<file path="src/rtl/dma_block_engine_if.sv">
`default_nettype none
// ============================================================================
//  Module      : dma_block_engine_if
//  Description : Port bundle between the block-transfer engine and its
//                surroundings: request/status handshake toward the control
//                unit and the data-memory port driven by the engine.
//                master = engine side, slave = control unit / memory side.
//                Optional checksum output exists only when DMA_CHECKSUM_EN
//                is defined.
//  Signals     : start, op, srcAddy, dstAddy, length, fillData  (request)
//                busy, done, error, wordCount                    (status)
//                memoryAddy, writeData, cu_writeEnable,
//                cu_readEnable, dataRAMOutput                    (memory)
//                checksum                        (DMA_CHECKSUM_EN only)
//  Revision    : 1.0 - initial release
// ============================================================================
interface dma_block_engine_if #(
    parameter int ADDR_W = 10,
    parameter int DATA_W = 32
);
    logic              start;
    logic              op;
    logic [ADDR_W-1:0] srcAddy;
    logic [ADDR_W-1:0] dstAddy;
    logic [ADDR_W:0]   length;
    logic [DATA_W-1:0] fillData;
    logic              busy;
    logic              done;
    logic              error;
    logic [ADDR_W:0]   wordCount;
    logic [ADDR_W-1:0] memoryAddy;
    logic [DATA_W-1:0] writeData;
    logic              cu_writeEnable;
    logic              cu_readEnable;
    logic [DATA_W-1:0] dataRAMOutput;
`ifdef DMA_CHECKSUM_EN
    logic [DATA_W-1:0] checksum;
`endif

    modport master (
`ifdef DMA_CHECKSUM_EN
        output checksum,
`endif
        input  start, op, srcAddy, dstAddy, length, fillData, dataRAMOutput,
        output busy, done, error, wordCount,
        output memoryAddy, writeData, cu_writeEnable, cu_readEnable
    );

    modport slave (
`ifdef DMA_CHECKSUM_EN
        input  checksum,
`endif
        output start, op, srcAddy, dstAddy, length, fillData, dataRAMOutput,
        input  busy, done, error, wordCount,
        input  memoryAddy, writeData, cu_writeEnable, cu_readEnable
    );
endinterface
`default_nettype wire

</file>
<file path="src/rtl/dma_block_engine.sv">
`default_nettype none
// ============================================================================
//  Module      : dma_block_engine
//  Description : Block-transfer engine owning the data-memory port while
//                busy. COPY reads src+i then writes dst+i (two cycles per
//                word, ascending addresses); FILL writes a constant to dst+i
//                (one cycle per word). Requests whose range would run past
//                the end of memory are rejected with a done+error pulse.
//                Every output is registered.
//  Ports       : clock, reset (sync, active high)
//                bus : dma_block_engine_if.master (request, status, memory)
//  Option      : DMA_CHECKSUM_EN adds bus.checksum, the modulo-2^DATA_W sum
//                of every word written by the current transfer.
//  Revision    : 1.0 - initial release
// ============================================================================
module dma_block_engine #(
    parameter int ADDR_W = 10,
    parameter int DATA_W = 32
) (
    input  wire logic            clock,
    input  wire logic            reset,
    dma_block_engine_if.master   bus
);

    typedef enum logic [2:0] {
        IDLE  = 3'd0,
        READ  = 3'd1,
        WRITE = 3'd2,
        FILLW = 3'd3,
        FIN   = 3'd4
    } state_t;

    // Number of words in memory, in the widened range-check width
    localparam logic [ADDR_W+1:0] MEM_WORDS = {2'b01, {ADDR_W{1'b0}}};

    state_t            state_q, state_d;
    logic [ADDR_W-1:0] src_q, src_d;
    logic [ADDR_W-1:0] dst_q, dst_d;
    logic [ADDR_W:0]   len_q, len_d;
    logic [DATA_W-1:0] fill_q, fill_d;
    logic [ADDR_W:0]   idx_q, idx_d;

    logic              busy_q, busy_d;
    logic              done_q, done_d;
    logic              error_q, error_d;
    logic [ADDR_W:0]   word_count_q, word_count_d;
    logic [ADDR_W-1:0] mem_addr_q, mem_addr_d;
    logic [DATA_W-1:0] write_data_q, write_data_d;
    logic              we_q, we_d;
    logic              re_q, re_d;
`ifdef DMA_CHECKSUM_EN
    logic [DATA_W-1:0] checksum_q, checksum_d;
`endif

    logic [ADDR_W+1:0] w_src_end;
    logic [ADDR_W+1:0] w_dst_end;
    logic              w_range_bad;
    logic [ADDR_W:0]   w_idx_inc;
    logic              w_more;

    // Widened by two bits so base + length can never wrap
    assign w_src_end   = {2'b00, bus.srcAddy} + {1'b0, bus.length};
    assign w_dst_end   = {2'b00, bus.dstAddy} + {1'b0, bus.length};
    assign w_range_bad = (w_dst_end > MEM_WORDS) ||
                         (!bus.op && (w_src_end > MEM_WORDS));

    assign w_idx_inc   = idx_q + (ADDR_W+1)'(1);
    assign w_more      = (w_idx_inc < len_q);

    always_ff @(posedge clock) begin
        if (reset) begin
            state_q      <= IDLE;
            src_q        <= '0;
            dst_q        <= '0;
            len_q        <= '0;
            fill_q       <= '0;
            idx_q        <= '0;
            busy_q       <= 1'b0;
            done_q       <= 1'b0;
            error_q      <= 1'b0;
            word_count_q <= '0;
            mem_addr_q   <= '0;
            write_data_q <= '0;
            we_q         <= 1'b0;
            re_q         <= 1'b0;
`ifdef DMA_CHECKSUM_EN
            checksum_q   <= '0;
`endif
        end else begin
            state_q      <= state_d;
            src_q        <= src_d;
            dst_q        <= dst_d;
            len_q        <= len_d;
            fill_q       <= fill_d;
            idx_q        <= idx_d;
            busy_q       <= busy_d;
            done_q       <= done_d;
            error_q      <= error_d;
            word_count_q <= word_count_d;
            mem_addr_q   <= mem_addr_d;
            write_data_q <= write_data_d;
            we_q         <= we_d;
            re_q         <= re_d;
`ifdef DMA_CHECKSUM_EN
            checksum_q   <= checksum_d;
`endif
        end
    end

    // Outputs are registered, so each branch computes the output values the
    // engine presents in the state it is about to enter.
    always_comb begin
        state_d      = state_q;
        src_d        = src_q;
        dst_d        = dst_q;
        len_d        = len_q;
        fill_d       = fill_q;
        idx_d        = idx_q;
        word_count_d = word_count_q;
        mem_addr_d   = mem_addr_q;
        write_data_d = write_data_q;
        busy_d       = 1'b0;
        done_d       = 1'b0;
        error_d      = 1'b0;
        we_d         = 1'b0;
        re_d         = 1'b0;
`ifdef DMA_CHECKSUM_EN
        checksum_d   = checksum_q;
`endif

        case (state_q)
            IDLE: begin
                if (bus.start) begin
                    src_d        = bus.srcAddy;
                    dst_d        = bus.dstAddy;
                    len_d        = bus.length;
                    fill_d       = bus.fillData;
                    idx_d        = '0;
                    word_count_d = '0;
`ifdef DMA_CHECKSUM_EN
                    checksum_d   = '0;
`endif
                    if (bus.length == '0) begin
                        state_d = FIN;
                        done_d  = 1'b1;
                    end else if (w_range_bad) begin
                        state_d = FIN;
                        done_d  = 1'b1;
                        error_d = 1'b1;
                    end else if (!bus.op) begin
                        state_d    = READ;
                        busy_d     = 1'b1;
                        re_d       = 1'b1;
                        mem_addr_d = bus.srcAddy;
                    end else begin
                        state_d      = FILLW;
                        busy_d       = 1'b1;
                        we_d         = 1'b1;
                        mem_addr_d   = bus.dstAddy;
                        write_data_d = bus.fillData;
                    end
                end
            end

            READ: begin
                // Read data is valid at the edge closing the read cycle
                state_d      = WRITE;
                busy_d       = 1'b1;
                we_d         = 1'b1;
                write_data_d = bus.dataRAMOutput;
                mem_addr_d   = dst_q + idx_q[ADDR_W-1:0];
            end

            WRITE: begin
                word_count_d = word_count_q + (ADDR_W+1)'(1);
                idx_d        = w_idx_inc;
`ifdef DMA_CHECKSUM_EN
                checksum_d   = checksum_q + write_data_q;
`endif
                if (w_more) begin
                    state_d    = READ;
                    busy_d     = 1'b1;
                    re_d       = 1'b1;
                    mem_addr_d = src_q + w_idx_inc[ADDR_W-1:0];
                end else begin
                    state_d = FIN;
                    done_d  = 1'b1;
                end
            end

            FILLW: begin
                word_count_d = word_count_q + (ADDR_W+1)'(1);
                idx_d        = w_idx_inc;
`ifdef DMA_CHECKSUM_EN
                checksum_d   = checksum_q + write_data_q;
`endif
                if (w_more) begin
                    state_d      = FILLW;
                    busy_d       = 1'b1;
                    we_d         = 1'b1;
                    write_data_d = fill_q;
                    mem_addr_d   = dst_q + w_idx_inc[ADDR_W-1:0];
                end else begin
                    state_d = FIN;
                    done_d  = 1'b1;
                end
            end

            FIN: begin
                // done/error were raised on entry; start is ignored here
                state_d = IDLE;
            end

            default: begin
                state_d = IDLE;
            end
        endcase
    end

    assign bus.busy           = busy_q;
    assign bus.done           = done_q;
    assign bus.error          = error_q;
    assign bus.wordCount      = word_count_q;
    assign bus.memoryAddy     = mem_addr_q;
    assign bus.writeData      = write_data_q;
    assign bus.cu_writeEnable = we_q;
    assign bus.cu_readEnable  = re_q;
`ifdef DMA_CHECKSUM_EN
    assign bus.checksum       = checksum_q;
`endif

endmodule
`default_nettype wire
</file>
<file path="src/flat_wrapper.sv">
// flat-port wrapper written by rule: the top's interface ports become plain ports
module dma_block_engine_flat 
#(
    parameter int ADDR_W = 10,
    parameter int DATA_W = 32
)
  (clock, reset, bus_start, bus_op, bus_srcAddy, bus_dstAddy, bus_length, bus_fillData, bus_dataRAMOutput, bus_busy, bus_done, bus_error, bus_wordCount, bus_memoryAddy, bus_writeData, bus_cu_writeEnable, bus_cu_readEnable);
  dma_block_engine_if #(.ADDR_W(ADDR_W), .DATA_W(DATA_W)) bus_i ();
  input  wire logic clock;
  input  wire logic reset;
  input wire logic [$bits(bus_i.start)-1:0] bus_start;
  input wire logic [$bits(bus_i.op)-1:0] bus_op;
  input wire logic [$bits(bus_i.srcAddy)-1:0] bus_srcAddy;
  input wire logic [$bits(bus_i.dstAddy)-1:0] bus_dstAddy;
  input wire logic [$bits(bus_i.length)-1:0] bus_length;
  input wire logic [$bits(bus_i.fillData)-1:0] bus_fillData;
  input wire logic [$bits(bus_i.dataRAMOutput)-1:0] bus_dataRAMOutput;
  output wire logic [$bits(bus_i.busy)-1:0] bus_busy;
  output wire logic [$bits(bus_i.done)-1:0] bus_done;
  output wire logic [$bits(bus_i.error)-1:0] bus_error;
  output wire logic [$bits(bus_i.wordCount)-1:0] bus_wordCount;
  output wire logic [$bits(bus_i.memoryAddy)-1:0] bus_memoryAddy;
  output wire logic [$bits(bus_i.writeData)-1:0] bus_writeData;
  output wire logic [$bits(bus_i.cu_writeEnable)-1:0] bus_cu_writeEnable;
  output wire logic [$bits(bus_i.cu_readEnable)-1:0] bus_cu_readEnable;
  assign bus_i.start = bus_start;
  assign bus_i.op = bus_op;
  assign bus_i.srcAddy = bus_srcAddy;
  assign bus_i.dstAddy = bus_dstAddy;
  assign bus_i.length = bus_length;
  assign bus_i.fillData = bus_fillData;
  assign bus_i.dataRAMOutput = bus_dataRAMOutput;
  assign bus_busy = bus_i.busy;
  assign bus_done = bus_i.done;
  assign bus_error = bus_i.error;
  assign bus_wordCount = bus_i.wordCount;
  assign bus_memoryAddy = bus_i.memoryAddy;
  assign bus_writeData = bus_i.writeData;
  assign bus_cu_writeEnable = bus_i.cu_writeEnable;
  assign bus_cu_readEnable = bus_i.cu_readEnable;
  dma_block_engine #(.ADDR_W(ADDR_W), .DATA_W(DATA_W)) u_core (.clock(clock), .reset(reset), .bus(bus_i));
endmodule
</file>
<file path="config.mk">
export PLATFORM = sky130hd
export DESIGN_NAME = dma_block_engine_flat
export DESIGN_NICKNAME = d
export VERILOG_FILES = /design/src/rtl/dma_block_engine_if.sv /design/src/rtl/dma_block_engine.sv /design/src/flat_wrapper.sv
export SDC_FILE = /design/constraint.sdc
export NUM_CORES = 1
export LEC_CHECK = 0
export BUFFER_PORTS_ARGS = -buffer_cell sky130_fd_sc_hd__buf_4
export CAP_MARGIN = 20
export CELL_PAD_IN_SITES_DETAIL_PLACEMENT = 1
export CELL_PAD_IN_SITES_GLOBAL_PLACEMENT = 1
export CORE_MARGIN = 2
export CORE_UTILIZATION = 41
export DETAILED_ROUTE_END_ITERATION = 6
export GPL_TIMING_DRIVEN = 0
export PLACE_DENSITY_LB_ADDON = 0.1
export SLEW_MARGIN = 20
export SYNTH_ARGS = -nofsm -noshare
export SYNTH_HDL_FRONTEND = slang
export SYNTH_SLANG_ARGS = --single-unit
</file>
<file path="constraint.sdc">
create_clock -name clock -period 5.21 [get_ports clock]
set_clock_uncertainty 0.2 [all_clocks]
set_input_delay 1.042 -clock clock [delete_from_list [all_inputs] [get_ports clock]]
set_output_delay 1.042 -clock clock [all_outputs]
set_load 0.01 [all_outputs]
</file>
# Word level (Yosys, flattened, before mapping)
# Index checks and enable logic that the tools add are counted.
[totals]
regBits = 135
inputBits = 99
word_cells = 92
out_inout_bits = 58
[classes]
n_bitwise = 2
muxes = 43
eq_ne = 9
n_lt_le_gt_ge = 3
n_reduce_logical = 14
add_sub_neg = 7
[ops]
columns = ["op", "count"]
rows = [
  ["$mux 32", 5],
  ["$pmux 32 s3", 1],
  ["$mux 10", 6],
  ["$pmux 11 s2", 2],
  ["$pmux 10 s4", 1],
  ["$add 10x10->10", 3],
  ["$add 10x11->12", 2],
  ["$gt 12x11->1 const B", 2],
  ["$add 11x1->11 const B", 2],
  ["$mux 1", 16],
  ["$mux 3", 5],
  ["$pmux 3 s4", 1],
  ["$reduce_and 6->1", 2],
  ["$logic_not 11->1", 1],
  ["$lt 11x11->1", 1],
  ["$mux 11", 1],
  ["$ne 2x2->1 const B", 4],
  ["$eq 3x2->1 const B", 2],
  ["$pmux 1 s3", 2],
  ["$ne 2x1->1 const B", 2],
  ["$pmux 1 s2", 2],
  ["$reduce_and 2->1", 2],
  ["$reduce_bool 4->1", 1],
  ["$reduce_or 4->1", 1],
  ["other kinds (10)", 11],
]

# Depth between registers and ports, before layout
# Gate-level depths: netlist of the first run.
[logic_depth]
ltp_word = 8
mapped_depth = 16
mapped_depth_nobuf = 14

# Worst setup path after synthesis of the first run
# Ideal clock, no wire load.
[synth_timing]
path_type = "input -> register"
startpoint = "input port bus_length[0]"
endpoint = "register u_core.write_data_q[2] (netlist: u_core.bus.writeData[2])"
setup_time_ps = 70
stages = 12
n_path_buf = 1
t_arrival_ps = 3853
required_ps = 4940
slack_ps = 1087
cell_sequence = "ha_1 fa_1 a211oi_1 o211ai_1 a221oi_1 a2111o_1 a2111oi_2 a221o_2 a311o_2 a21oi_2 buf_2 o2bb2ai_1"
[synth_between]
elab_chain_len = 6
word_cells_on_any_way = 10
classes_between = "add/sub: 2; order compare: 2; eq/ne: 2; reduce/logical: 4"
[synth_lines]
columns = ["item", "line", "text"]
rows = [
  ["start: declaration", "flat_wrapper.sv:15", "input wire logic [$bits(bus_i.length)-1:0] bus_length;"],
  ["$add 10x11->12", "dma_block_engine.sv:62", "assign w_src_end = {2'b00, bus.srcAddy} + {1'b0, bus.length};"],
  ["$gt 12x11->1", "dma_block_engine.sv:65", "(!bus.op && (w_src_end > MEM_WORDS));"],
  ["$logic_and 1x1->1", "dma_block_engine.sv:65", ""],
  ["$logic_or 1x1->1", "dma_block_engine.sv:64", "assign w_range_bad = (w_dst_end > MEM_WORDS) ||"],
  ["$ne 2x2->1 (no source line)", "--", ""],
  ["$reduce_and 6->1 (no source line) (*)", "--", ""],
  ["end signal: assignment", "dma_block_engine.sv:101", "write_data_q <= write_data_d;"],
  ["end: declaration", "dma_block_engine.sv:48", "logic [DATA_W-1:0] write_data_q, write_data_d;"],
]
# Mark *: on every way between the ends. The rest lies on a longest branch, timed or not.
# A chain may end at the register's enable or synchronous reset.

# Final worst setup path of the first run
[layout_timing]
startpoint = "input port bus_length[0]"
endpoint = "register u_core.write_data_q[15] (netlist: u_core.bus.writeData[15])"
# The elaborated chain is that of the path after synthesis.

==> impl_results.md, run 1 <==
* Io pins at 157
* Final cycle utilization of the critical path at 87.14%
* First-pass GRT wire length at 42050 um
* Reg2Reg Setup Slack at 0.72 ns
* Final instance area at 10160 um2
* Worst-Skew Late Latency at 0.43 ns
* Layout cell share with drive strength beyond 1 at 21.00%
* DRT Pass-1 Iters at 5
* Final ANT Viol Nets at 0
* TritonCTS clock tree: done
* Yosys cell types at 67
* Maximum clock path buffer count at 2
* Number of global-route vias before repair at 7943
* Slew Viols, Final at 0
* Register area share after synthesis at 33.41%
* Top-count cell post-synth: nand2_1
* Clock period minus worst slack at 4.540 ns
* Clock Sinks at 135
* Synth Warn # at 0
* Storage cell area at 2703 um2
* WHS at 0.2554 ns
* Sum Neg Setup Slack at 0 ns
* DR WL/cell at 18.66 um
* Cell count after synthesis at 990
* Final setup fails at 0
* DR DRC count at 0
* H-tree Lvls at 4
* # rows at 51
* Vias at 7887
* Simple-Gate Fraction of Synth Area at 18.16%
* Initial antenna violation count at 0
* Startpoint types: input port
* Crit path max fanout at 10
* CP Class: in -> reg
* Status: completed
* CTS resizes at 0
* Core box area at 19400 um2
* Post-CTS Setup Bufs at 0
* Syn_nets at 1143
* GPL Wtd Cong at 0.8958
* Initial Util at 41.70%
* Critical Path End Type: register
* Synth area leaders: dfxtp_1 33%, a21oi_1 9.2%, ha_1 7.7%, nand2_1 7.6%, mux2i_1 5.6%
* VDD IR max at 0.1805 mV
* Grt ovf at 0
* Port Buffers at 154
* Top cell type's share of synthesized area at 33.41%
* Worst hold path class: reg -> reg
* Synth Register Bits at 135
* Static leakage at 4.210 nW
* Synth Area per Inst at 8.171 um2
* EDFF count, synth at 0
* Top FF cell, synth: dfxtp_1
* Die H at 144.5 um
* P&R area growth vs syn at 25.58%
* Final hold viol count at 0
* Dpl cell area at 9577 um2
* Diodes inserted at 0
* 1st-iter DRT viols at 322
* Post-synth ARST share at 0%
* Total CTS buffers at 17
* Die area at 20870 um2
* Pwr/cell area at 296.3 nW/um2
* Synth area leader: dfxtp_1
* Post-Synth XOR/XNOR Area at 3.898%
* NumNets Final at 1316
* FMAX at 0.2203 GHz
* Largest family of logic cells by synthesized area: compound AO/OA/AOI/OAI gates
* CP arrival at 4.70 ns
* Largest net degree at the start of global routing at 17
* HPWL Detailed at 20730 um
* Required time worst endpoint at 5.37 ns
* RSZ-0062 raised after global routing: false
* Post-synth top cells: 164 x nand2_1, 149 x a21oi_1, 135 x dfxtp_1
* Post-Synth Adder-Cell Area at 8.724%
* Max cap viols at 0
* Worst-Margin Slew at 0.8792 ns
* Mux cell area share after synthesis at 6.821%
* Global-route usage over all layers at 26.25%
* Area of the multi-input gates at 5032 um2
* Vias per cell at 5.473
* Area of the mapped netlist at 8089 um2
* Hold-fix buffers at CTS at 0
* CTS root buffer: clkbuf_16
* Slew headroom at 41.39%
* Fill cells at 2424
* Die width at 144.5 um
* Synth Area in Compound Gates at 24.61%
* CTS clk-pin slew, worst paths at 0.07 ns
* Post-Route WL at 26890 um
[metrics by stage]
step           setup WS, ns  cells  utilization (%)  total power, mW
2_1_floorplan         1.087    990                -            1.559
3_3_place_gp         0.3817   1409            49.37            1.804
3_5_place_dp         0.2559   1409            49.37            1.823
4_1_cts              0.6901   1441            52.37            3.026
5_1_grt              0.3561   1441            52.37            3.156
6_report             0.6698   1441            52.37            3.010
[layer usage]
metal / global-route usage, % / routed length (um) / vias up
met2: 42.95 / 12800 / 163
met4: 7.511 / 531 / 0
met3: 4.338 / 1296 / 35
met5: 0 / 0 / -
met1: 35.67 / 12260 / 3802
li1: - / - / 3887
[area by class of cell]
| cell class | count | area share [%] |
|---|---|---|
| repair buffers | 154 | 11.38 |
| flip-flops and latches | 135 | 26.60 |
| clock buffers | 17 | 4.188 |
| multi-input cells | 771 | 49.54 |
| clock inverters | 15 | 1.540 |
| inverters | 25 | 0.9238 |
| plain buffers | 59 | 2.562 |
| well taps | 265 | 3.264 |
[critical path, stage by stage]
cell	delay, ns
buf_4	0.13
ha_1	0.25
fa_1	0.45
a211oi_1	0.45
o211ai_1	0.20
a221oi_1	0.33
a2111o_1	0.16
a2111oi_2	0.05
a221o_2	0.35
a311o_2	0.40
a21oi_2	0.34
buf_2	0.39
o2bb2ai_2	0.14
[report_power, final]
group / switching (mW) / internal, mW
clock: 0.530 / 0.677
combinational: 0.385 / 0.270
sequential: 0.0455 / 1.10
[cells by family after synthesis]
| family | Yosys count |
|---|---|
| mux | 54 |
| compound gates | 288 |
| flops | 135 |
| simple gates | 339 |
| xor+xnor | 36 |
| fa+ha+maj | 54 |
| buf+inv | 84 |
[final timing paths]
kind                                         from                        to  cells past startpoint
worst max-delay path                bus_length[0]  u_core.bus.writeData[15]                     13
worst min-delay path            u_core.fill_q[16]         u_core.fill_q[16]                      2
worst max register to register  u_core.state_q[1]  u_core.bus.memoryAddy[8]                     15
worst min register to register  u_core.fill_q[16]         u_core.fill_q[16]                      2
[cell usage in the layout (no fill, tap or decap), drive strengths merged, types with 4 or more instances in the layout]
master	n
a21o	7
a21oi	150
a22oi	7
a311oi	5
a31oi	5
and2	5
and3	8
buf	172
clkbuf	58
dfxtp	135
fa	4
ha	50
inv	34
mux2	9
mux2i	45
nand2	164
nand2b	7
nand3	24
nor2	79
nor2b	6
nor3	23
nor4	4
o211ai	9
o21ai	28
o21bai	4
o22ai	5
o2bb2ai	32
or2	7
or3	5
xnor2	18
xor2	18
[flip-flops by register name, summed over array words and instances, names as in the netlist]
name,count
u_core.bus.done,1
u_core.len_q,11
u_core.bus.writeData,32
u_core.bus.cu_readEnable,1
u_core.bus.error,1
u_core.dst_q,10
u_core.bus.cu_writeEnable,1
u_core.bus.memoryAddy,10
u_core.src_q,10
u_core.state_q,3
u_core.fill_q,32
u_core.idx_q,11
u_core.bus.busy,1
u_core.bus.wordCount,11
(Power assumes the default switching activity.)
==> inputs of run 2 (changes only) <==
--- a/config.mk
+++ b/config.mk
@@ -5,15 +5,17 @@
 export SDC_FILE = /design/constraint.sdc
 export NUM_CORES = 1
 export LEC_CHECK = 0
-export BUFFER_PORTS_ARGS = -buffer_cell sky130_fd_sc_hd__buf_4
 export CAP_MARGIN = 20
 export CELL_PAD_IN_SITES_DETAIL_PLACEMENT = 1
 export CELL_PAD_IN_SITES_GLOBAL_PLACEMENT = 1
+export CORE_ASPECT_RATIO = 1.4
 export CORE_MARGIN = 2
-export CORE_UTILIZATION = 41
+export CORE_UTILIZATION = 47
 export DETAILED_ROUTE_END_ITERATION = 6
+export DONT_BUFFER_PORTS = 1
 export GPL_TIMING_DRIVEN = 0
 export PLACE_DENSITY_LB_ADDON = 0.1
+export SKIP_CTS_REPAIR_TIMING = 1
 export SLEW_MARGIN = 20
 export SYNTH_ARGS = -nofsm -noshare
 export SYNTH_HDL_FRONTEND = slang
==> run 2 against run 1 <==
Effect of this change:
- total power barely moved
- global-route usage increased by 1.8 points
- register-to-register slack got worse by 0.02 ns
- fmax rose by 0.60%
- combinational power decreased by 21%
- utilization is 1.0 points higher
- die area down 12%
- cell count fell by 15%
==> impl_results.md, run 2 (same netlist as run 1, synthesis figures left out) <==
* H-tree Lvls at 4 (unchanged)
* GPL Wtd Cong at 0.8451 (was 0.8958)
* Number of global-route vias before repair at 7565 (was 7943)
* Total power at 3.012 mW (was 3.010 mW)
* Post-Route WL at 25710 um (was 26890 um)
* Vias per cell at 5.937 (was 5.473)
* Commonest non-fill, non-tap cell in the layout: nand2_1 (unchanged)
* Final hold viol count at 0 (unchanged)
* Reg2Reg Setup Slack at 0.70 ns (was 0.72 ns)
* # rows at 56 (was 51)
* CTS clk-pin slew, worst paths at 0.07 ns (about the same)
* CP arrival at 4.67 ns (was 4.70 ns)
* CP Class: reg -> reg (was in -> reg)
* Die width at 114.9 um (was 144.5 um)
* Startpoint types: register (was input port)
* HPWL Detailed at 19640 um (was 20730 um)
* P&R area growth vs syn at 11.01% (was 25.58%)
* Status: completed (unchanged)
* Slew Viols, Final at 0 (unchanged)
* Global-route usage over all layers at 28.09% (was 26.25%)
* Total CTS buffers at 17 (unchanged)
* Max cap viols at 0 (unchanged)
* DRT Pass-1 Iters at 4 (was 5)
* Die H at 159.2 um (was 144.5 um)
* Largest net degree at the start of global routing at 17 (unchanged)
* First-pass GRT wire length at 40320 um (was 42050 um)
* Grt ovf at 0 (unchanged)
* Port Buffers at 0 (was 154)
* Most frequent cells in the layout: 164 x nand2_1, 149 x a21oi_1, 135 x dfxtp_1 (was 164 x nand2_1, 155 x buf_4, 149 x a21oi_1)
* VDD IR max at 0.1900 mV (was 0.1805 mV)
* Static leakage at 3.458 nW (was 4.210 nW)
* Pwr/cell area at 335.5 nW/um2 (was 296.3 nW/um2)
* DR DRC count at 0 (unchanged)
* Fill cells at 2076 (was 2424)
* Layout cell share with drive strength beyond 1 at 9.002% (was 21.00%)
* Buf+Inv Stages, Crit Path at 1 (was 2)
* CTS root buffer: clkbuf_16 (unchanged)
* RSZ-0062 raised after global routing: false (unchanged)
* Slowest CP cell: dfxtp_1 (was fa_1)
* CP max stage delay at 0.50 ns (was 0.45 ns)
* 1st-iter DRT viols at 258 (was 322)
* Initial Util at 48.10% (was 41.70%)
* Worst-Skew Late Latency at 0.44 ns (was 0.43 ns)
* TritonCTS clock tree: done (unchanged)
* Util after Layout at 53.40% (was 52.37%)
* Clock period minus worst slack at 4.513 ns (was 4.540 ns)
* Worst-path cell chain: ha_1, and3_1, and3_1, and3_1, xor2_1, ha_1, o21a_1, o211ai_1, a21oi_1, a221oi_1, nand2b_1, nor2b_1, clkbuf_1, nand3_1, a21oi_1 (was buf_4, ha_1, fa_1, a211oi_1, o211ai_1, a221oi_1, a2111o_1, a2111oi_2, a221o_2, a311o_2, a21oi_2, buf_2, o2bb2ai_2)
* Worst-Margin Slew at 0.8487 ns (was 0.8792 ns)
* DR WL/cell at 20.99 um (was 18.66 um)
* Crit path max fanout at 10 (unchanged)
* Vias at 7273 (was 7887)
* Diodes inserted at 0 (unchanged)
* Maximum clock path buffer count at 2 (unchanged)
* Crit path top cell by count: and3_1
* Sum Neg Setup Slack at 0 ns (unchanged)
* Io pins at 157 (unchanged)
* Final ANT Viol Nets at 0 (unchanged)
* Initial antenna violation count at 0 (unchanged)
* FMAX at 0.2216 GHz (was 0.2203 GHz)
* Required time worst endpoint at 5.37 ns (about the same)
* Core box area at 16820 um2 (was 19400 um2)
* Fin cells at 1225 (was 1441)
* Critical Path End Type: register (unchanged)
* Final cycle utilization of the critical path at 86.62% (was 87.14%)
* Placed insts at 1193 (was 1409)
* Die area at 18290 um2 (was 20870 um2)
* CP delay by family, top: simple AND/OR/NAND/NOR gates (was compound AO/OA/AOI/OAI gates)
* Slew headroom at 43.16% (was 41.39%)
* Clock Sinks at 135 (unchanged)
* Final setup fails at 0 (unchanged)
* NumNets Final at 1162 (was 1316)
* Worst hold path class: reg -> reg (unchanged)
==> run 2: final timing paths <==
check | from | to | depth (start not counted)
min | u_core.len_q[0] | u_core.len_q[0] | 2
max | u_core.idx_q[0] | u_core.bus.memoryAddy[0] | 15
min reg2reg | u_core.len_q[0] | u_core.len_q[0] | 2
max reg2reg | u_core.idx_q[0] | u_core.bus.memoryAddy[0] | 15
==> run 2: report_power, final <==
part	switching, mW	internal (mW)
clock	0.511	0.815
combinational	0.326	0.194
sequential	0.0643	1.10
total	0.901	2.11
==> run 2: per-stage QoR <==
step                      hold slack (ns)  instance area [um2]  worst slack [ns]
after global placement             0.2395                 8343            0.5851
after global routing               0.2751                 8980            0.3323
final                              0.2496                 8980            0.6970
after floorplan                    0.2317                 8089             1.087
after CTS                          0.2522                 8980            0.7174
after detailed placement           0.2442                 8343            0.5350
==> run 2: layout make-up <==
cell class	count	area, um2	share of cell area, %
inverters	25	93.84	1.045
multi-input cells	771	5032	56.04
plain buffers	59	260.3	2.898
clock buffers	18	429.2	4.779
flip-flops and latches	135	2703	30.10
well taps	203	254.0	2.828
clock inverters	14	207.7	2.313
==> run 2: per-layer routing <==
| metal | routed length, um | track usage, % |
|---|---|---|
| met1 | 10090 | 30.83 |
| met2 | 13430 | 51.36 |
| met3 | 1364 | 6.852 |
| met4 | 827 | 10.19 |
| met5 | 0 | 0 |
==> run 2: worst register-to-register path, cell delays in order, from the launching register on <==
cell      delay (ns)
dfxtp_1         0.50
ha_1            0.28
and3_1          0.25
and3_1          0.27
and3_1          0.27
xor2_1          0.32
ha_1            0.30
o21a_1          0.10
o211ai_1        0.15
a21oi_1         0.06
a221oi_1        0.48
nand2b_1        0.26
nor2b_1         0.30
clkbuf_1        0.38
nand3_1         0.15
a21oi_1         0.16
